==> config.mk <==
export PLATFORM = sky130hd
export DESIGN_NAME = tlb_refill_ctrl
export DESIGN_NICKNAME = d
export VERILOG_FILES = /design/src/rtl/tlb_refill_ctrl.sv
export SDC_FILE = /design/constraint.sdc
export NUM_CORES = 1
export LEC_CHECK = 0
export CELL_PAD_IN_SITES_DETAIL_PLACEMENT = 2
export CELL_PAD_IN_SITES_GLOBAL_PLACEMENT = 2
export CORE_MARGIN = 2
export CORE_UTILIZATION = 26
export CTS_BUF_LIST = sky130_fd_sc_hd__clkbuf_4
export CTS_CLUSTER_SIZE = 10
export DETAILED_ROUTE_END_ITERATION = 7
export GPL_TIMING_DRIVEN = 0
export HOLD_SLACK_MARGIN = 0.05
export PLACE_DENSITY = 0.8
export SLEW_MARGIN = 25
export SYNTH_ARGS = -nofsm -noshare
export SYNTH_HDL_FRONTEND = slang
export SYNTH_SLANG_ARGS = --single-unit
==> constraint.sdc <==
create_clock -name clk_i -period 1.9 [get_ports clk_i]
set_input_delay 0.57 -clock clk_i [delete_from_list [all_inputs] [get_ports clk_i]]
set_output_delay 0.57 -clock clk_i [all_outputs]
set_load 0.03 [all_outputs]
==> src/rtl/tlb_refill_ctrl.sv <==
// Miss/refill and flush sequencer for a small fully-associative TLB.
// Owns the per-entry valid bits, victim choice, walker handshake and flush sweep.
module tlb_refill_ctrl #(
    parameter  int ENTRIES = 8,
    localparam int IDXW    = $clog2(ENTRIES)
) (
    input  logic               clk_i,
    input  logic               rstn_i,
    input  logic               lookup_valid_i,
    input  logic               lookup_hit_i,
    input  logic [IDXW-1:0]    lookup_hit_idx_i,
    input  logic               flush_i,
    output logic               ptw_req_valid_o,
    input  logic               ptw_req_ready_i,
    input  logic               ptw_resp_valid_i,
    input  logic               ptw_resp_error_i,
    output logic               fill_we_o,
    output logic [IDXW-1:0]    fill_idx_o,
    output logic               inval_we_o,
    output logic [IDXW-1:0]    inval_idx_o,
    output logic               plru_hit_o,
    output logic [IDXW-1:0]    plru_idx_o,
    input  logic [IDXW-1:0]    plru_repl_idx_i,
    output logic [ENTRIES-1:0] valid_o,
    output logic               busy_o,
    output logic               flush_done_o
);

    typedef enum logic [2:0] {IDLE, REQ, WAIT, FILL, FLUSH} state_t;

    state_t              state, state_nxt;
    logic [ENTRIES-1:0]  valid, valid_nxt;
    logic [IDXW-1:0]     victim, victim_nxt;
    logic [IDXW-1:0]     cnt, cnt_nxt;
    logic                pend, pend_nxt;
    logic [IDXW-1:0]     free_idx;
    logic                free_found;

    // Downward scan so the last hit kept is the lowest invalid index.
    always_comb begin
        free_found = 1'b0;
        free_idx   = '0;
        for (int i = ENTRIES - 1; i >= 0; i--) begin
            if (!valid[i]) begin
                free_found = 1'b1;
                free_idx   = IDXW'(i);
            end
        end
    end

    always_ff @(posedge clk_i or negedge rstn_i) begin
        if (!rstn_i) begin
            state  <= IDLE;
            valid  <= '0;
            victim <= '0;
            cnt    <= '0;
            pend   <= 1'b0;
        end else begin
            state  <= state_nxt;
            valid  <= valid_nxt;
            victim <= victim_nxt;
            cnt    <= cnt_nxt;
            pend   <= pend_nxt;
        end
    end

    always_comb begin
        state_nxt       = state;
        valid_nxt       = valid;
        victim_nxt      = victim;
        cnt_nxt         = cnt;
        pend_nxt        = pend;
        ptw_req_valid_o = 1'b0;
        fill_we_o       = 1'b0;
        fill_idx_o      = '0;
        inval_we_o      = 1'b0;
        inval_idx_o     = '0;
        plru_hit_o      = 1'b0;
        plru_idx_o      = '0;
        flush_done_o    = 1'b0;

        case (state)
            IDLE: begin
                if (lookup_valid_i && lookup_hit_i) begin
                    plru_hit_o = 1'b1;
                    plru_idx_o = lookup_hit_idx_i;
                end
                // A flush wins over a simultaneous miss; the requester retries the miss.
                if (flush_i) begin
                    state_nxt = FLUSH;
                    cnt_nxt   = '0;
                end else if (lookup_valid_i && !lookup_hit_i) begin
                    victim_nxt = free_found ? free_idx : plru_repl_idx_i;
                    state_nxt  = REQ;
                end
            end
            REQ: begin
                ptw_req_valid_o = 1'b1;
                if (flush_i) pend_nxt = 1'b1;
                if (ptw_req_ready_i) state_nxt = WAIT;
            end
            WAIT: begin
                if (flush_i) pend_nxt = 1'b1;
                if (ptw_resp_valid_i) begin
                    if (!ptw_resp_error_i) begin
                        state_nxt = FILL;
                    end else if (pend || flush_i) begin
                        state_nxt = FLUSH;
                        pend_nxt  = 1'b0;
                        cnt_nxt   = '0;
                    end else begin
                        state_nxt = IDLE;
                    end
                end
            end
            FILL: begin
                fill_we_o         = 1'b1;
                fill_idx_o        = victim;
                plru_hit_o        = 1'b1;
                plru_idx_o        = victim;
                valid_nxt[victim] = 1'b1;
                // A flush seen in this very cycle must not be lost on the way out.
                if (pend || flush_i) begin
                    state_nxt = FLUSH;
                    pend_nxt  = 1'b0;
                    cnt_nxt   = '0;
                end else begin
                    state_nxt = IDLE;
                end
            end
            FLUSH: begin
                inval_we_o     = 1'b1;
                inval_idx_o    = cnt;
                valid_nxt[cnt] = 1'b0;
                if (cnt == IDXW'(ENTRIES - 1)) begin
                    flush_done_o = 1'b1;
                    cnt_nxt      = '0;
                    state_nxt    = IDLE;
                end else begin
                    cnt_nxt = cnt + IDXW'(1);
                end
            end
            default: state_nxt = IDLE;
        endcase
    end

    assign valid_o = valid;
    assign busy_o  = (state != IDLE);

endmodule

After elaboration in Yosys (flattened, before gate mapping)
Index checks and enable logic that the tools add are counted.

operators by class
  add/sub/neg operators = 1
  $mul = 0
  divide/modulo/power cells = 0
  magnitude comparators = 4
  equality and inequality tests = 12
  shifts and indexed selects = 0
  multiplexer cells = 53
  bitwise gates (word level) = 4
  reductions and logical operators = 15

operators with widths
  kind                                                                    count
  3-bit 2-to-1 mux                                                        24
  1-bit 2-to-1 mux                                                        21
  8-bit case mux with 2 select lines                                      1
  3-bit case mux with 5 select lines                                      1
  2-bit inequality test (second input constant)                           6
  3-bit case mux with 4 select lines                                      1
  8-bit bitwise AND                                                       1
  3-bit by 4-bit < comparator with 1-bit output (second input constant)   2
  8-bit inverter                                                          1
  8-bit OR                                                                1
  4-bit AND reduction                                                     2
  1-bit demux with 3-bit select                                           2
  3-bit by 2-bit == test with 1-bit output (second input constant)        2
  3-bit == test (second input constant)                                   2
  3-bit by 1-bit >= comparator with 1-bit output (second input constant)  2
  3-bit case mux with 2 select lines                                      1
  3-bit nonzero test                                                      2
  1-bit logical AND                                                       4
  4-bit nonzero test                                                      1
  3-bit by 1-bit adder with 3-bit output (second input constant)          1
  3-bit by 1-bit == test with 1-bit output (second input constant)        1
  3-bit logical NOT                                                       1
  3-bit inequality test (second input constant)                           1
  1-bit case mux with 3 select lines                                      1
  other kinds (7)                                                         7

storage, ports and cells
  register bits after elaboration = 18
  bits in latches = 0
  memory bits (writable) = 0
  ROM bits = 0
  input port bits = 14
  logic and storage cells = 94
  memories kept = 0

Logic depth before layout (Yosys ltp)
  word-level depth = 9
  depth in mapped cells = 7

Least setup slack after synthesis
No wires, ideal clock.

  path kind = reg-to-output
  start point = register state[2]
  end point = output plru_idx_o[1]
  data arrival time = 1.727 ns
  data required time = 1.330 ns
  path slack = -0.397 ns
  stages on the path, launching flop included = 5
  buffers on the path = 1
  path through = dfrtp_1 > buf_2 > nor2_1 > and2_1 > a21o_1

between the ends
  cells in the longest elaborated chain, start to end = 2

ends and longest elaborated chain
  item                                                                                  line  source
  start: declaration                                                                    31    state_t state, state_nxt;
  start signal: assignment                                                              59    state <= state_nxt;
  3-bit by 2-bit == test with 1-bit output / 3-bit logical NOT (equally long branches)  82    case (state)
  3-bit case mux with 2 select lines *                                                  82
  end: declaration                                                                      22    output logic [IDXW-1:0] plru_idx_o,

Mark *: on every way between the ends. The rest lies on a longest branch, timed or not.

Worst setup path in the final report
  start point = register state[0]
  end point = output plru_idx_o[1]

The elaborated chain is that of the path after synthesis.

==> metrics <==
worst skew pair latency 300 ps; DIE HEIGHT 66.3 um; Fillers approximately 430; HPWL after DPL approximately 2500 um; Slew @ Worst Pin 871 ps; critical path type flop to output pin; clock tree root buffer cell clkbuf_4; Crit path largest cell delay 460 ps; Leakage around 0.8 nW; CP arrival 1590 ps; number of hold buffers added after CTS 0; Final Hold Viols 0; post-synth top area share 0.447; placed cells 195; die area about 4400 um2; die width 66.3 um; row cnt 22; CP Data Required Time about 1300 ps; Clock Sink Count 18; grt total ovfl 0; Layout Nets 183; Core ar. about 3700 um2; GRT Util Overall 0.179; Final Wtd Congestion 0.775; final setup vio count 13; PnR Total Power 1.63 mW; initial cell density of the core 0.273; Main synth FF type dfrtp_1; sequential share of power 0.310; CTS tree done; post-synthesis sequential area ratio 0.447; share of cells above drive strength 1 0.349; CTS buffer count 3; CP cell instances or3_4 -> nor2_4 -> a21o_1 -> buf_6; failing checks setup timing; Net Sw Power 680 uW; WP buf/inv 1; Max Slew Vio Count 0; Setup Skew about 6.6 ps; R2R Path Start state[0]; period utilisation layout 1.14; Worst setup EP type output pin; Vias ~1,100; Tmin final 2160 ps; non-filler cells, final 214; antenna violations before repair 0; RSZ-0062 raised after global routing true; post-synthesis register bit count 18; number of synthesized flops with an enable pin 0; CTS clk-pin slew, worst paths between 100 and 150 ps; library cells used by synthesis 32; Pre-antenna DRT Iters 4; PortBufs 36; Final ANT Viol Nets 0; Max Clk Rate approximately 0.46 GHz; status finished, violations left; CTS HTree Levels 1; drt wl/cell 17.1 um; synthesized net count 127; syn avg cell area 9.09 um2; maximum vdd ir drop between 0.5 and 0.6 mV; vias in the first global route 1,202; Syn Std Cell Area 1010 um2; Placed Instance Area 1450 um2; Synth async-reset ratio 1.00; TNS Setup -1720 ps; gate family responsible for the most delay along the worst path simple AND/OR/NAND/NOR gates; maxcap violations 0; logic gate share of total power 0.566; synth warn 0; clock network power share 0.124; max_slew headroom 0.418; Critical Path Start state[0]; layout overhead on the synthesized area 60.3%; diode count 0; first-pass GRT wire length 5970 um; Vias/cell about 5.0; Power Dens Cells 1010 nW/um2; DRT Wirelength 3660 um; finished layout cell area 1620 um2; Worst Setup Start Kind flop; Hold Startpoint pend; setup slack after layout -259 ps; 1st-iter DRT viols 16; Synth area leaders dfrtp_1 45%, o21ai_0 7.4%, nand2_1 5.2%; crit path max fanout 5; Max clock buf depth 2; Synth area leader dfrtp_1; commonest cells after routing, fill and taps aside 22 x buf_4, 16 x dfrtp_1, 15 x o21ai_0; most common cell after layout, fill and taps aside buf_4; # IOs 37; pin count of the biggest net entering global routing 19; Mapped Cells between 100 and 150; Place WS -834 ps; internal power 951 uW; sw frac 0.417; Slowest-stage cell, CP dfrtp_2; DRC viols 0; Hold Path Class flop to flop
-- stage by stage --
| stage | util | hold WS (ps) |
|---|---|---|
| after floorplan | - | 274 |
| after global placement | 0.393 | 502 |
| after detailed placement | 0.393 | 516 |
| after CTS | 0.425 | 542 |
| after global routing | 0.438 | 619 |
| final | 0.438 | 547 |
-- power by group through the flow --
stage / registers (mW) / logic [mW] / clock network [mW]
finish: 0.505 / 0.923 / 0.203
CTS: 0.497 / 0.834 / 0.207
floorplan: 0.503 / 0.430 / 0
global route: 0.515 / 1.01 / 0.232
detailed placement: 0.529 / 0.674 / 0
global placement: 0.527 / 0.642 / 0
-- area by class of cell --
class                           count  area, um2  share of cell area
Clock buffer                        3       22.5              0.0139
Tap cell                           48       60.1              0.0372
Clock inverter                      1       3.75             0.00232
Buffer                              1       11.3             0.00697
Inverter                            6       25.0              0.0155
Timing Repair Buffer               52        462               0.286
Sequential cell                    18        453               0.280
Multi-Input combinational cell     85        579               0.358
-- synth_stat cells (3+ instances only) --
| cell type | count |
|---|---|
| o22ai_1 | 4 |
| inv_1 | 5 |
| nand2_1 | 14 |
| nand2b_1 | 6 |
| dfrtp_1 | 18 |
| o21ai_0 | 15 |
| and2_1 | 5 |
| a21oi_1 | 3 |
| a22o_1 | 4 |
| mux2_2 | 3 |
| nor2_1 | 7 |
-- path summary, 6_finish.rpt --
check                      cells after the start             to  slack [ps]
hold / removal                                 2           pend         550
setup / recovery                               4  plru_idx_o[1]        -260
hold reg to reg                                2           pend         550
min in group asynchronous                      1      victim[1]         750
setup reg to reg                               5      victim[0]         170
max in group asynchronous                      1         cnt[1]         550
-- registers in the layout (all words and copies together), names as in the netlist --
name     count
pend         1
state        3
valid_o      8
cnt          3
victim       3
-- per-layer routing --
layer	part of all wire	track usage	vias up	routed length (um)
li1	-	-	507	-
met1	0.42	0.209	532	1540
met2	0.54	0.355	27	1970
met3	0.041	0.0290	2	151
met4	0.00055	0.00765	0	2
met5	0	0	-	0
-- worst reg2reg max path: cells and delay by family (launching register included) --
| family | cells | cell delay, ps |
|---|---|---|
| AND/OR/NAND/NOR | 2 | 540 |
| buffers and inverters | 2 | 280 |
| multiplexers | 1 | 350 |
| flip-flops | 1 | 460 |
-- repair_timing --
action	4_1_cts	5_1_grt
pin swaps	7	4
setup endpoints to repair	23	15
resized for setup	111	13
setup buffers	11	5
-- cell families (layout without fill, tap and decap cells) --
kind of cell	Yosys count	after routing	synth area share
mux	3	3	0.0335
simple gates	44	44	0.233
fa+ha+maj	2	2	0.0248
flops	18	18	0.447
buf+inv	8	63	0.0385
compound gates	36	36	0.223
Note: power is estimated with default switching activity, not from simulation.
